[config.mk]
export PLATFORM = sky130hd
export DESIGN_NAME = xbar_out_slice
export DESIGN_NICKNAME = d
export VERILOG_FILES = /design/src/rtl/xbar_out_slice.sv
export SDC_FILE = /design/constraint.sdc
export NUM_CORES = 1
export LEC_CHECK = 0
export ABC_CLOCK_PERIOD_IN_PS = 2650
export CAP_MARGIN = 20
export CORE_MARGIN = 2
export CORE_UTILIZATION = 40
export CTS_CLUSTER_DIAMETER = 200
export DETAILED_ROUTE_END_ITERATION = 12
export DONT_BUFFER_PORTS = 1
export PLACE_DENSITY = 0.61
export SETUP_SLACK_MARGIN = 0.1
export SLEW_MARGIN = 20
export SYNTH_ARGS = -nofsm -noshare
export SYNTH_HDL_FRONTEND = slang
export SYNTH_SLANG_ARGS = --single-unit
[constraint.sdc]
create_clock -name clk -period 2.65 [get_ports clk]
set_input_delay 0.3975 -clock clk [delete_from_list [all_inputs] [get_ports clk]]
set_output_delay 0.3975 -clock clk [all_outputs]
set_load 0.01 [all_outputs]
[src/rtl/xbar_out_slice.sv]
// Crossbar per-master output slice: grant-locked source mux feeding a 2-entry skid buffer, 1-cycle latency.
// Backpressure: s_ready_o drops once the skid entry fills; defining XBAR_OUT_PKT_CNT_EN adds pkt_cnt_o.
module xbar_out_slice #(
    parameter int T_DATA_WIDTH = 8,
    parameter int S_DATA_COUNT = 3,
    parameter int T_ID___WIDTH = (S_DATA_COUNT > 1) ? $clog2(S_DATA_COUNT) : 1,
    parameter int CNT_WIDTH    = 16
) (
    input  logic                                 clk,
    input  logic                                 rst,
    input  logic [T_DATA_WIDTH*S_DATA_COUNT-1:0] s_data_i,
    input  logic [S_DATA_COUNT-1:0]              s_valid_i,
    input  logic [S_DATA_COUNT-1:0]              s_last_i,
    input  logic [S_DATA_COUNT-1:0]              grant_i,
    output logic [S_DATA_COUNT-1:0]              s_ready_o,
    output logic [T_DATA_WIDTH-1:0]              m_data_o,
    output logic [T_ID___WIDTH-1:0]              m_id_o,
    output logic                                 m_last_o,
    output logic                                 m_valid_o,
    input  logic                                 m_ready_i,
`ifdef XBAR_OUT_PKT_CNT_EN
    output logic [CNT_WIDTH-1:0]                 pkt_cnt_o,
`endif
    output logic                                 busy_o
);

    typedef enum logic {IDLE = 1'b0, LOCKED = 1'b1} state_t;

    state_t                  state_q;
    logic [T_ID___WIDTH-1:0] sel_q;

    logic                    main_vld_q, main_vld_d, skid_vld_q, skid_vld_d;
    logic [T_DATA_WIDTH-1:0] main_dat_q, main_dat_d, skid_dat_q, skid_dat_d;
    logic                    main_last_q, main_last_d, skid_last_q, skid_last_d;
    logic [T_ID___WIDTH-1:0] main_id_q, main_id_d, skid_id_q, skid_id_d;

    logic                    src_vld;
    logic [T_ID___WIDTH-1:0] src_idx;
    logic                    in_rdy, in_vld, in_last, accept, consume;
    logic [T_DATA_WIDTH-1:0] in_dat;

    // Once locked the arbiter's grant is ignored until the packet's last beat.
    always_comb begin
        src_vld = 1'b0;
        src_idx = '0;
        if (state_q == LOCKED) begin
            src_vld = 1'b1;
            src_idx = sel_q;
        end else begin
            for (int k = S_DATA_COUNT - 1; k >= 0; k--) begin
                if (grant_i[k]) begin
                    src_vld = 1'b1;
                    src_idx = T_ID___WIDTH'(k);
                end
            end
        end
    end

    assign in_rdy = !skid_vld_q && !rst;

    always_comb begin
        s_ready_o = '0;
        in_vld    = 1'b0;
        in_last   = 1'b0;
        in_dat    = '0;
        for (int k = 0; k < S_DATA_COUNT; k++) begin
            if (src_vld && (src_idx == T_ID___WIDTH'(k))) begin
                s_ready_o[k] = in_rdy;
                in_vld       = s_valid_i[k];
                in_last      = s_last_i[k];
                in_dat       = s_data_i[k*T_DATA_WIDTH +: T_DATA_WIDTH];
            end
        end
    end

    assign accept  = in_vld && in_rdy;
    assign consume = main_vld_q && m_ready_i;

    always_comb begin
        main_vld_d  = main_vld_q;
        main_dat_d  = main_dat_q;
        main_last_d = main_last_q;
        main_id_d   = main_id_q;
        skid_vld_d  = skid_vld_q;
        skid_dat_d  = skid_dat_q;
        skid_last_d = skid_last_q;
        skid_id_d   = skid_id_q;
        if (consume) begin
            if (skid_vld_q) begin
                main_dat_d  = skid_dat_q;
                main_last_d = skid_last_q;
                main_id_d   = skid_id_q;
                skid_vld_d  = 1'b0;
            end else begin
                main_vld_d  = 1'b0;
            end
        end
        // accept never coincides with consume while skid is full, since in_rdy is low then
        if (accept) begin
            if (!main_vld_q || consume) begin
                main_vld_d  = 1'b1;
                main_dat_d  = in_dat;
                main_last_d = in_last;
                main_id_d   = src_idx;
            end else begin
                skid_vld_d  = 1'b1;
                skid_dat_d  = in_dat;
                skid_last_d = in_last;
                skid_id_d   = src_idx;
            end
        end
    end

    always_ff @(posedge clk or posedge rst) begin
        if (rst) begin
            state_q     <= IDLE;
            sel_q       <= '0;
            main_vld_q  <= 1'b0;
            main_dat_q  <= '0;
            main_last_q <= 1'b0;
            main_id_q   <= '0;
            skid_vld_q  <= 1'b0;
            skid_dat_q  <= '0;
            skid_last_q <= 1'b0;
            skid_id_q   <= '0;
        end else begin
            if (accept) begin
                if (in_last) begin
                    state_q <= IDLE;
                end else begin
                    state_q <= LOCKED;
                    sel_q   <= src_idx;
                end
            end
            main_vld_q  <= main_vld_d;
            main_dat_q  <= main_dat_d;
            main_last_q <= main_last_d;
            main_id_q   <= main_id_d;
            skid_vld_q  <= skid_vld_d;
            skid_dat_q  <= skid_dat_d;
            skid_last_q <= skid_last_d;
            skid_id_q   <= skid_id_d;
        end
    end

    assign m_valid_o = main_vld_q;
    assign m_data_o  = main_dat_q;
    assign m_last_o  = main_last_q;
    assign m_id_o    = main_id_q;
    assign busy_o    = (state_q == LOCKED);

`ifdef XBAR_OUT_PKT_CNT_EN
    logic [CNT_WIDTH-1:0] pkt_cnt_q;

    always_ff @(posedge clk or posedge rst) begin
        if (rst) begin
            pkt_cnt_q <= '0;
        end else if (consume && main_last_q) begin
            pkt_cnt_q <= pkt_cnt_q + 1'b1;
        end
    end

    assign pkt_cnt_o = pkt_cnt_q;
`else
    // packet counter not built
`endif

endmodule
* After elaboration in Yosys (flattened, before gate mapping) *
Index checks and enable logic that the tools add are counted.
Widths: inputs -> output; s select.

cells by class
  reductions and logical operators = 13
  multiplexer cells = 40
  equality and inequality tests = 2
  bitwise logic cells = 2

operator list
  cell                number
  $mux 8              7
  $mux 1              25
  $mux 2              8
  $logic_and 1x1->1   6
  $reduce_and 2->1    2
  $logic_not 1->1     3
  $eq 2x1->1 const B  1
  $eq 2x2->1 const B  1
  $logic_not 2->1     1
  $not 1->1           2
  $logic_or 1x1->1    1

storage, ports and cells
  register bits = 27
  logic and storage cells = 67
  output and inout port bits = 16

* Longest topological paths before layout *
Gate-level depths: netlist of run 1.

  word-level depth = 11
  gate-level depth with buffers = 7
  depth with buffers taken out = 5

* Worst setup path before layout of run 1 *
Ideal clock, no wire load.

  path kind = register to register
  start = reg state_q (netlist: busy_o)
  end = reg skid_id_q[1]
  arrival = 2,041 ps
  stages on the path, launching flop included = 7
  period minus slack after synthesis = 2,167 ps
  path buffers = 1
  path slack = 483 ps
  cells stage by stage = dfrtp_1 or4b_4 and2_4 a311oi_4 nand2b_2 buf_6 mux2_4

on the way
  cells in the longest elaborated chain, start to end = 8

RTL lines
  element                            line  text
  start, declared                    29    state_t state_q;
  start signal, assigned             116   state_q <= IDLE;
  start signal, assigned             129   state_q <= IDLE;
  start signal, assigned             131   state_q <= LOCKED;
  $mux 2                             46    if (state_q == LOCKED) begin
  $logic_not 2->1                    67    if (src_vld && (src_idx == T_ID___WIDTH'(k))) begin
  $logic_and 1x1->1                  67
  $mux 1 (3 in series)               67
  $logic_and 1x1->1                  76    assign accept = in_vld && in_rdy;
  $reduce_and 2->1 (no source line)  n/a
  end signal, assigned               142   skid_id_q <= skid_id_d;
  end, declared                      35    logic [T_ID___WIDTH-1:0] main_id_q, main_id_d, skid_id_q, skid_id_d;

Parallel ways exist; a longest one is shown, timed or not.
A chain may end at the register's enable or synchronous reset.

* Final worst setup path of run 1 *
  start = reg state_q (netlist: busy_o)
  end = out s_ready_o[1]

on the way
  cells in the longest elaborated chain, start to end = 4

RTL lines
  element                line  text
  $mux 2                 46
  $eq 2x1->1             67
  $logic_and 1x1->1 (*)  67
  $mux 1 (*)             67
  end, declared          15    output logic [S_DATA_COUNT-1:0] s_ready_o,

Mark *: on every way between the ends. The rest lies on a longest branch, timed or not.

==> results.sh, run 1 <==
export IMPL_hold_buffers=0
export IMPL_cts_tree="done"
export IMPL_dpl_cell_area_sq_mm=0.00150
export IMPL_swShare=0.401
export IMPL_yosysTopAreaCell="dfrtp_1"
export IMPL_clock_sinks=27
export IMPL_syn_cell_area_sq_mm=0.00146
export IMPL_yosys_warnings=0
export IMPL_final_setup_tns_ns=0
export IMPL_end_kind="output pin"
export IMPL_vias=1039
export IMPL_maxCapViolations=0
export IMPL_drtIter0Drc=71
export IMPL_power_frac_comb=0.419
export IMPL_slowest_stage="o21ai_1"
export IMPL_yosysUniqueCellTypes=29
export IMPL_port_buffers=0
export IMPL_dieArea_sq_mm=0.00414
export IMPL_synthAdderAreaFrac=0
export IMPL_path_class="reg -> out"
export IMPL_arrival_ns=1.85
export IMPL_die_h_um=64.3
export IMPL_wl_mm=3.09
export IMPL_htree_levels=1
export IMPL_cts_buffers=3
export IMPL_hold_class="in -> async"
export IMPL_drv_slew=0
export IMPL_clockRootBuffer="clkbuf_4"
export IMPL_most_common_layout_cells="dfrtp_1 (27), mux2i_1 (19), a21oi_1 (13)"
export IMPL_rows=21
export IMPL_vias_per_cell=5.62
export IMPL_drive_above_1_share=0.137
export IMPL_final_common_cell="dfrtp_1"
export IMPL_synth_simple_gate_area_frac=0.142
export IMPL_remaining_drc_errors=0
export IMPL_synth_compound_area_frac=0.141
export IMPL_synth_top_family_by_area="multiplexers"
export IMPL_die_w_um=64.3
export IMPL_cts_max_path_buffers=2
export IMPL_seq_area_frac_synth=0.464
export IMPL_postCtsSetupBuffers=0
export IMPL_synth_top_area_frac=0.464
export IMPL_power_share_sequential=0.471
export IMPL_p_sw_mw=0.637
export IMPL_cts_clk_slew_worst_paths_ns=0.14
export IMPL_wire_per_inst_um=16.7
export IMPL_setup_viol=0
export IMPL_path_buf_inv=1
export IMPL_postRouteAntennaNets=0
export IMPL_netlist_instances=137
export IMPL_synth_area_top_cells="dfrtp_1 (46%), mux2i_1 (13%), a222oi_1 (5.5%)"
export IMPL_cp_required_ns=2.25
export IMPL_areaGrowthSynthToFinish_pct=5.16
export IMPL_path_cells="buf_4, nand2_1, o21ai_1, nor2b_1"
export IMPL_layout_setup_ws_ns=0.402
export IMPL_grt_usage=0.160
export IMPL_worstMarginPinSlew_ns=0.944
export IMPL_p_int_mw=0.950
export IMPL_finish_instance_area_sq_mm=0.00153
export IMPL_ir_drop_uv=362
export IMPL_cp_top_family="compound AO/OA/AOI/OAI gates"
export IMPL_grt_max_degree=28
export IMPL_place_gp_congestion=0.820
export IMPL_cp_start_kind="flop"
export IMPL_core_area_sq_mm=0.00342
export IMPL_dp_hpwl_mm=2.36
export IMPL_synth_xor_area_frac=0
export IMPL_clk_latency_ns=0.32
export IMPL_slew_headroom=0.367
export IMPL_syn_nets=173
export IMPL_syn_avg_cell_area_sq_um=10.6
export IMPL_rsz0062_at_grt="no"
export IMPL_fmax_mhz=445
export IMPL_synth_seq_cells=27
export IMPL_fin_worst_skew_ns=0.00252
export IMPL_synthMuxAreaShare=0.198
export IMPL_cpPeakStageDelay_ns=0.54
export IMPL_drt_first_pass_iters=6
export IMPL_grt_pass1_vias=1082
export IMPL_period_share=0.848
export IMPL_grt_remaining_overflow=0
export IMPL_pre_cts_slack_ns=0.436
export IMPL_p_leak_nw=0.816
export IMPL_status="completed"
export IMPL_ctsResizeCount=0
export IMPL_antenna_found_initial=0
export IMPL_insertedDiodeCount=0
export IMPL_grt_pass1_wl_mm=5.04
export IMPL_layout_min_cycle_time_ns=2.25
export IMPL_path_max_fanout=12
export IMPL_nets=176
export IMPL_start_util=0.426
export IMPL_p_clk_frac=0.110
export IMPL_hold_viol_final=0
export IMPL_io_pin_count=52
export IMPL_power_density_mw_per_mm2=1040
-- per-layer routing --
layer,global-route usage,share of wire,vias up
met5,0,0,-
met2,0.280,0.52,40
met1,0.194,0.41,500
met4,0.0559,0.0065,0
li1,-,-,497
met3,0.0317,0.064,2
-- synth_stat cells --
| master | number |
|---|---|
| dfrtp_1 | 27 |
| mux2i_1 | 19 |
| a21oi_1 | 13 |
| inv_1 | 11 |
| nor2_1 | 11 |
| nand2_1 | 9 |
| a222oi_1 | 8 |
| mux2_1 | 4 |
| clkbuf_1 | 3 |
| nor2b_1 | 3 |
| o21ai_0 | 3 |
| or2_2 | 3 |
| buf_6 | 2 |
| mux2_2 | 2 |
| mux2_4 | 2 |
| nand2b_1 | 2 |
| nand3b_1 | 2 |
| nor3b_1 | 2 |
| a311oi_4 | 1 |
| and2_4 | 1 |
| and3b_1 | 1 |
| buf_2 | 1 |
| nand2_2 | 1 |
| nand2b_2 | 1 |
| nand3_1 | 1 |
| o211ai_1 | 1 |
| o21ai_1 | 1 |
| o22ai_1 | 1 |
| or4b_4 | 1 |
-- power groups by stage --
stage | clock network, mW | registers [mW] | logic, mW
after floorplan | 0 | 0.728 | 0.550
after global placement | 0 | 0.751 | 0.649
after detailed placement | 0 | 0.761 | 0.672
after CTS | 0.186 | 0.750 | 0.676
after global routing | 0.201 | 0.771 | 0.758
final | 0.175 | 0.747 | 0.666
-- cells by family after synthesis --
| kind of cell | count (synthesis) |
|---|---|
| flip-flops | 27 |
| buffers and inverters | 17 |
| multiplexers | 27 |
| AO/OA/AOI/OAI | 28 |
| AND/OR/NAND/NOR | 38 |
-- registers in the layout (all words and copies together) (netlist names) --
signal	cells
skid_last_q	1
m_last_o	1
m_data_o	8
m_id_o	2
m_valid_o	1
skid_id_q	2
skid_vld_q	1
busy_o	1
sel_q	2
skid_dat_q	8
-- worst paths after layout --
check / from / end / slack (ns) / cells past startpoint
worst max-delay path: busy_o / s_ready_o[1] / 0.40 / 4
worst min-delay path: rst / skid_dat_q[2] / 0.04 / 1
worst max register to register: busy_o / skid_dat_q[3] / 0.41 / 6
worst min register to register: skid_id_q[0] / skid_id_q[0] / 0.52 / 1
max in group asynchronous: rst / m_last_o / 2.18 / 1
min in group clk: m_ready_i / skid_vld_q / 0.15 / 1
-- through the flow --
stage               utilization  total power [mW]  hold WS, ns  cells
floorplan                     -              1.28        0.450    137
global placement          0.440              1.40        0.470    181
detailed placement        0.440              1.43        0.486    181
CTS                       0.448              1.61        0.130    185
global route              0.448              1.73       0.0713    185
finish                    0.448              1.59       0.0420    185
-- area by class of cell --
class / count / area [sq um]
Fill cell: 329 / 1890
Multi-Input combinational cell: 93 / 699
Sequential cell: 27 / 676
Tap cell: 46 / 57.6
Inverter: 11 / 41.3
Timing Repair Buffer: 4 / 30.0
Clock buffer: 4 / 26.3
Note: power is estimated with default switching activity, not from simulation.
==> inputs of run 2 (changes only) <==
--- a/config.mk
+++ b/config.mk
@@ -5,7 +5,7 @@
 export SDC_FILE = /design/constraint.sdc
 export NUM_CORES = 1
 export LEC_CHECK = 0
-export ABC_CLOCK_PERIOD_IN_PS = 2650
+export ABC_CLOCK_PERIOD_IN_PS = 2150
 export CAP_MARGIN = 20
 export CORE_MARGIN = 2
 export CORE_UTILIZATION = 40
==> constraint.sdc (replaced) <==
create_clock -name clk -period 2.15 [get_ports clk]
set_input_delay 0.3225 -clock clk [delete_from_list [all_inputs] [get_ports clk]]
set_output_delay 0.3225 -clock clk [all_outputs]
set_load 0.01 [all_outputs]
==> run 2 against run 1 <==
  * Critical path depth up 2
  * Sequential cell count unchanged
  * Global-route usage up 0.31 points
  * Register-to-register slack worse by 0.32 ns
  * Clock power up 25%
  * Sequential power up 23%
  * Count of clock-buffer cells in the layout unchanged
  * Via count up 5.9%
  * Hold slack better by 0.025 ns
  * Combinational power up 40%
  * Critical path type is now reg -> reg
==> results.sh, run 2 (synthesized netlist as in run 1, its figures left out) <==
export IMPL_drt_first_pass_iters=4
export IMPL_multi_input_area_sq_um=717
export IMPL_rows=21
export IMPL_cp_start_kind="flop"
export IMPL_worstMarginPinSlew_ns=0.446
export IMPL_final_common_cell="dfrtp_1"
export IMPL_cts_max_path_buffers=2
export IMPL_min_to="skid_vld_q"
export IMPL_wl_mm=3.17
export IMPL_rsz0062_at_grt="yes"
export IMPL_slew_headroom=0.702
export IMPL_regArea_sq_um=676
export IMPL_dieArea_sq_mm=0.00414
export IMPL_min_from="m_ready_i"
export IMPL_hold_depth=1
export IMPL_arrival_ns=2.26
export IMPL_drive_above_1_share=0.209
export IMPL_start_util=0.426
export IMPL_antenna_found_initial=0
export IMPL_areaGrowthSynthToFinish_pct=12.0
export IMPL_power_density_mw_per_mm2=1270
export IMPL_r2r_slack_ns=0.09
export IMPL_layout_min_cycle_time_ns=2.06
export IMPL_wire_per_inst_um=16.3
export IMPL_io_pin_count=52
export IMPL_htree_levels=1
export IMPL_fillCellCount=348
export IMPL_end_kind="flop"
export IMPL_cp_required_ns=2.35
export IMPL_cts_clk_slew_worst_paths_ns=0.14
export IMPL_grt_usage=0.163
export IMPL_final_setup_tns_ns=0
export IMPL_clk_latency_ns=0.32
export IMPL_most_common_layout_cells="dfrtp_1 (27), mux2i_1 (18), a21oi_1 (13)"
export IMPL_vias_per_cell=5.67
export IMPL_power_mw=2.07
export IMPL_status="completed"
export IMPL_r2r_end="skid_dat_q[2]"
export IMPL_place_gp_congestion=0.854
export IMPL_path_class="reg -> reg"
export IMPL_cts_tree="done"
export IMPL_period_share=0.960
export IMPL_grt_pass1_wl_mm=5.23
export IMPL_setup_viol=0
export IMPL_fmax_mhz=484
export IMPL_p_leak_nw=0.865
export IMPL_clock_sinks=27
export IMPL_port_buffers=0
export IMPL_drtIter0Drc=77
export IMPL_drv_slew=0
export IMPL_grt_pass1_vias=1105
export IMPL_worstSetupStartpoint="busy_o"
export IMPL_vias=1100
export IMPL_dp_hpwl_mm=2.43
export IMPL_pre_cts_slack_ns=0.0624
export IMPL_remaining_drc_errors=0
export IMPL_nets=185
export IMPL_grt_max_degree=28
export IMPL_hold_class="in -> reg"
export IMPL_maxCapViolations=0
export IMPL_cts_buffers=3
export IMPL_grt_remaining_overflow=0
export IMPL_layout_setup_ws_ns=0.0856
export IMPL_ir_drop_uv=570
export IMPL_postRouteAntennaNets=0
export IMPL_hold_viol_final=0
export IMPL_r2r_start="busy_o"
export IMPL_ff2ff_path_depth=6
export IMPL_die_w_um=64.3
export IMPL_die_h_um=64.3
export IMPL_path_max_fanout=6
export IMPL_fin_worst_skew_ns=0.00333
export IMPL_clockRootBuffer="clkbuf_4"
export IMPL_core_area_sq_mm=0.00342
export IMPL_insertedDiodeCount=0
[run 2: metrics by stage]
stage	hold WS [ns]	area, sq um	cells	util
floorplan	0.375	1460	137	-
global placement	0.299	1550	187	0.453
detailed placement	0.303	1550	187	0.453
CTS	0.0626	1600	193	0.467
global route	0.0499	1630	194	0.477
finish	0.0674	1630	194	0.477
[run 2: cell type report]
class / instances / area share
Timing Repair Buffer: 13 / 0.0684
Sequential cell: 27 / 0.415
Inverter: 11 / 0.0253
Clock buffer: 4 / 0.0161
Multi-Input combinational cell: 93 / 0.440
Tap cell: 46 / 0.0353
[run 2: worst max-delay path by stage]
stage | endpoint | slack (ns) | cells after the start
4_1_cts | s_ready_o[1] | 0.10 | 6
6_report | skid_dat_q[2] | 0.09 | 6
3_5_place_dp | skid_dat_q[2] | 0.06 | 6
2_1_floorplan | skid_id_q[1] | 0.004 | 6
3_3_place_gp | sel_q[0] | 0.11 | 5
5_1_grt | skid_dat_q[2] | 0.01 | 6
[run 2: power breakdown]
part | internal, mW | leakage, nW | switching [mW]
Combinational | 0.447 | 0.523 | 0.488
Clock | 0.0725 | 0.0150 | 0.146
Sequential | 0.732 | 0.328 | 0.189
[run 2: worst max-delay path: stages, from the launching register on]
cell	delay (ns)
dfrtp_1	0.41
or4b_4	0.49
and2_4	0.17
a311oi_4	0.38
nand2b_2	0.17
buf_4	0.20
mux2i_1	0.13
[run 2: timing repair]
item                                    CTS  global route
pin swaps                                 1             2
endpoints found under the setup margin   24            25
endpoints found under the hold margin    27             0
hold buffers                              1             0
resized for setup                         2             7
setup buffers                             1             1
[run 2: metal layers]
metal,global-route usage,vias to the layer above,part of all wire
met2,0.271,58,0.50
met3,0.0352,2,0.072
met1,0.216,528,0.42
met4,0.0399,0,0.0060
met5,0,-,0
li1,-,512,-
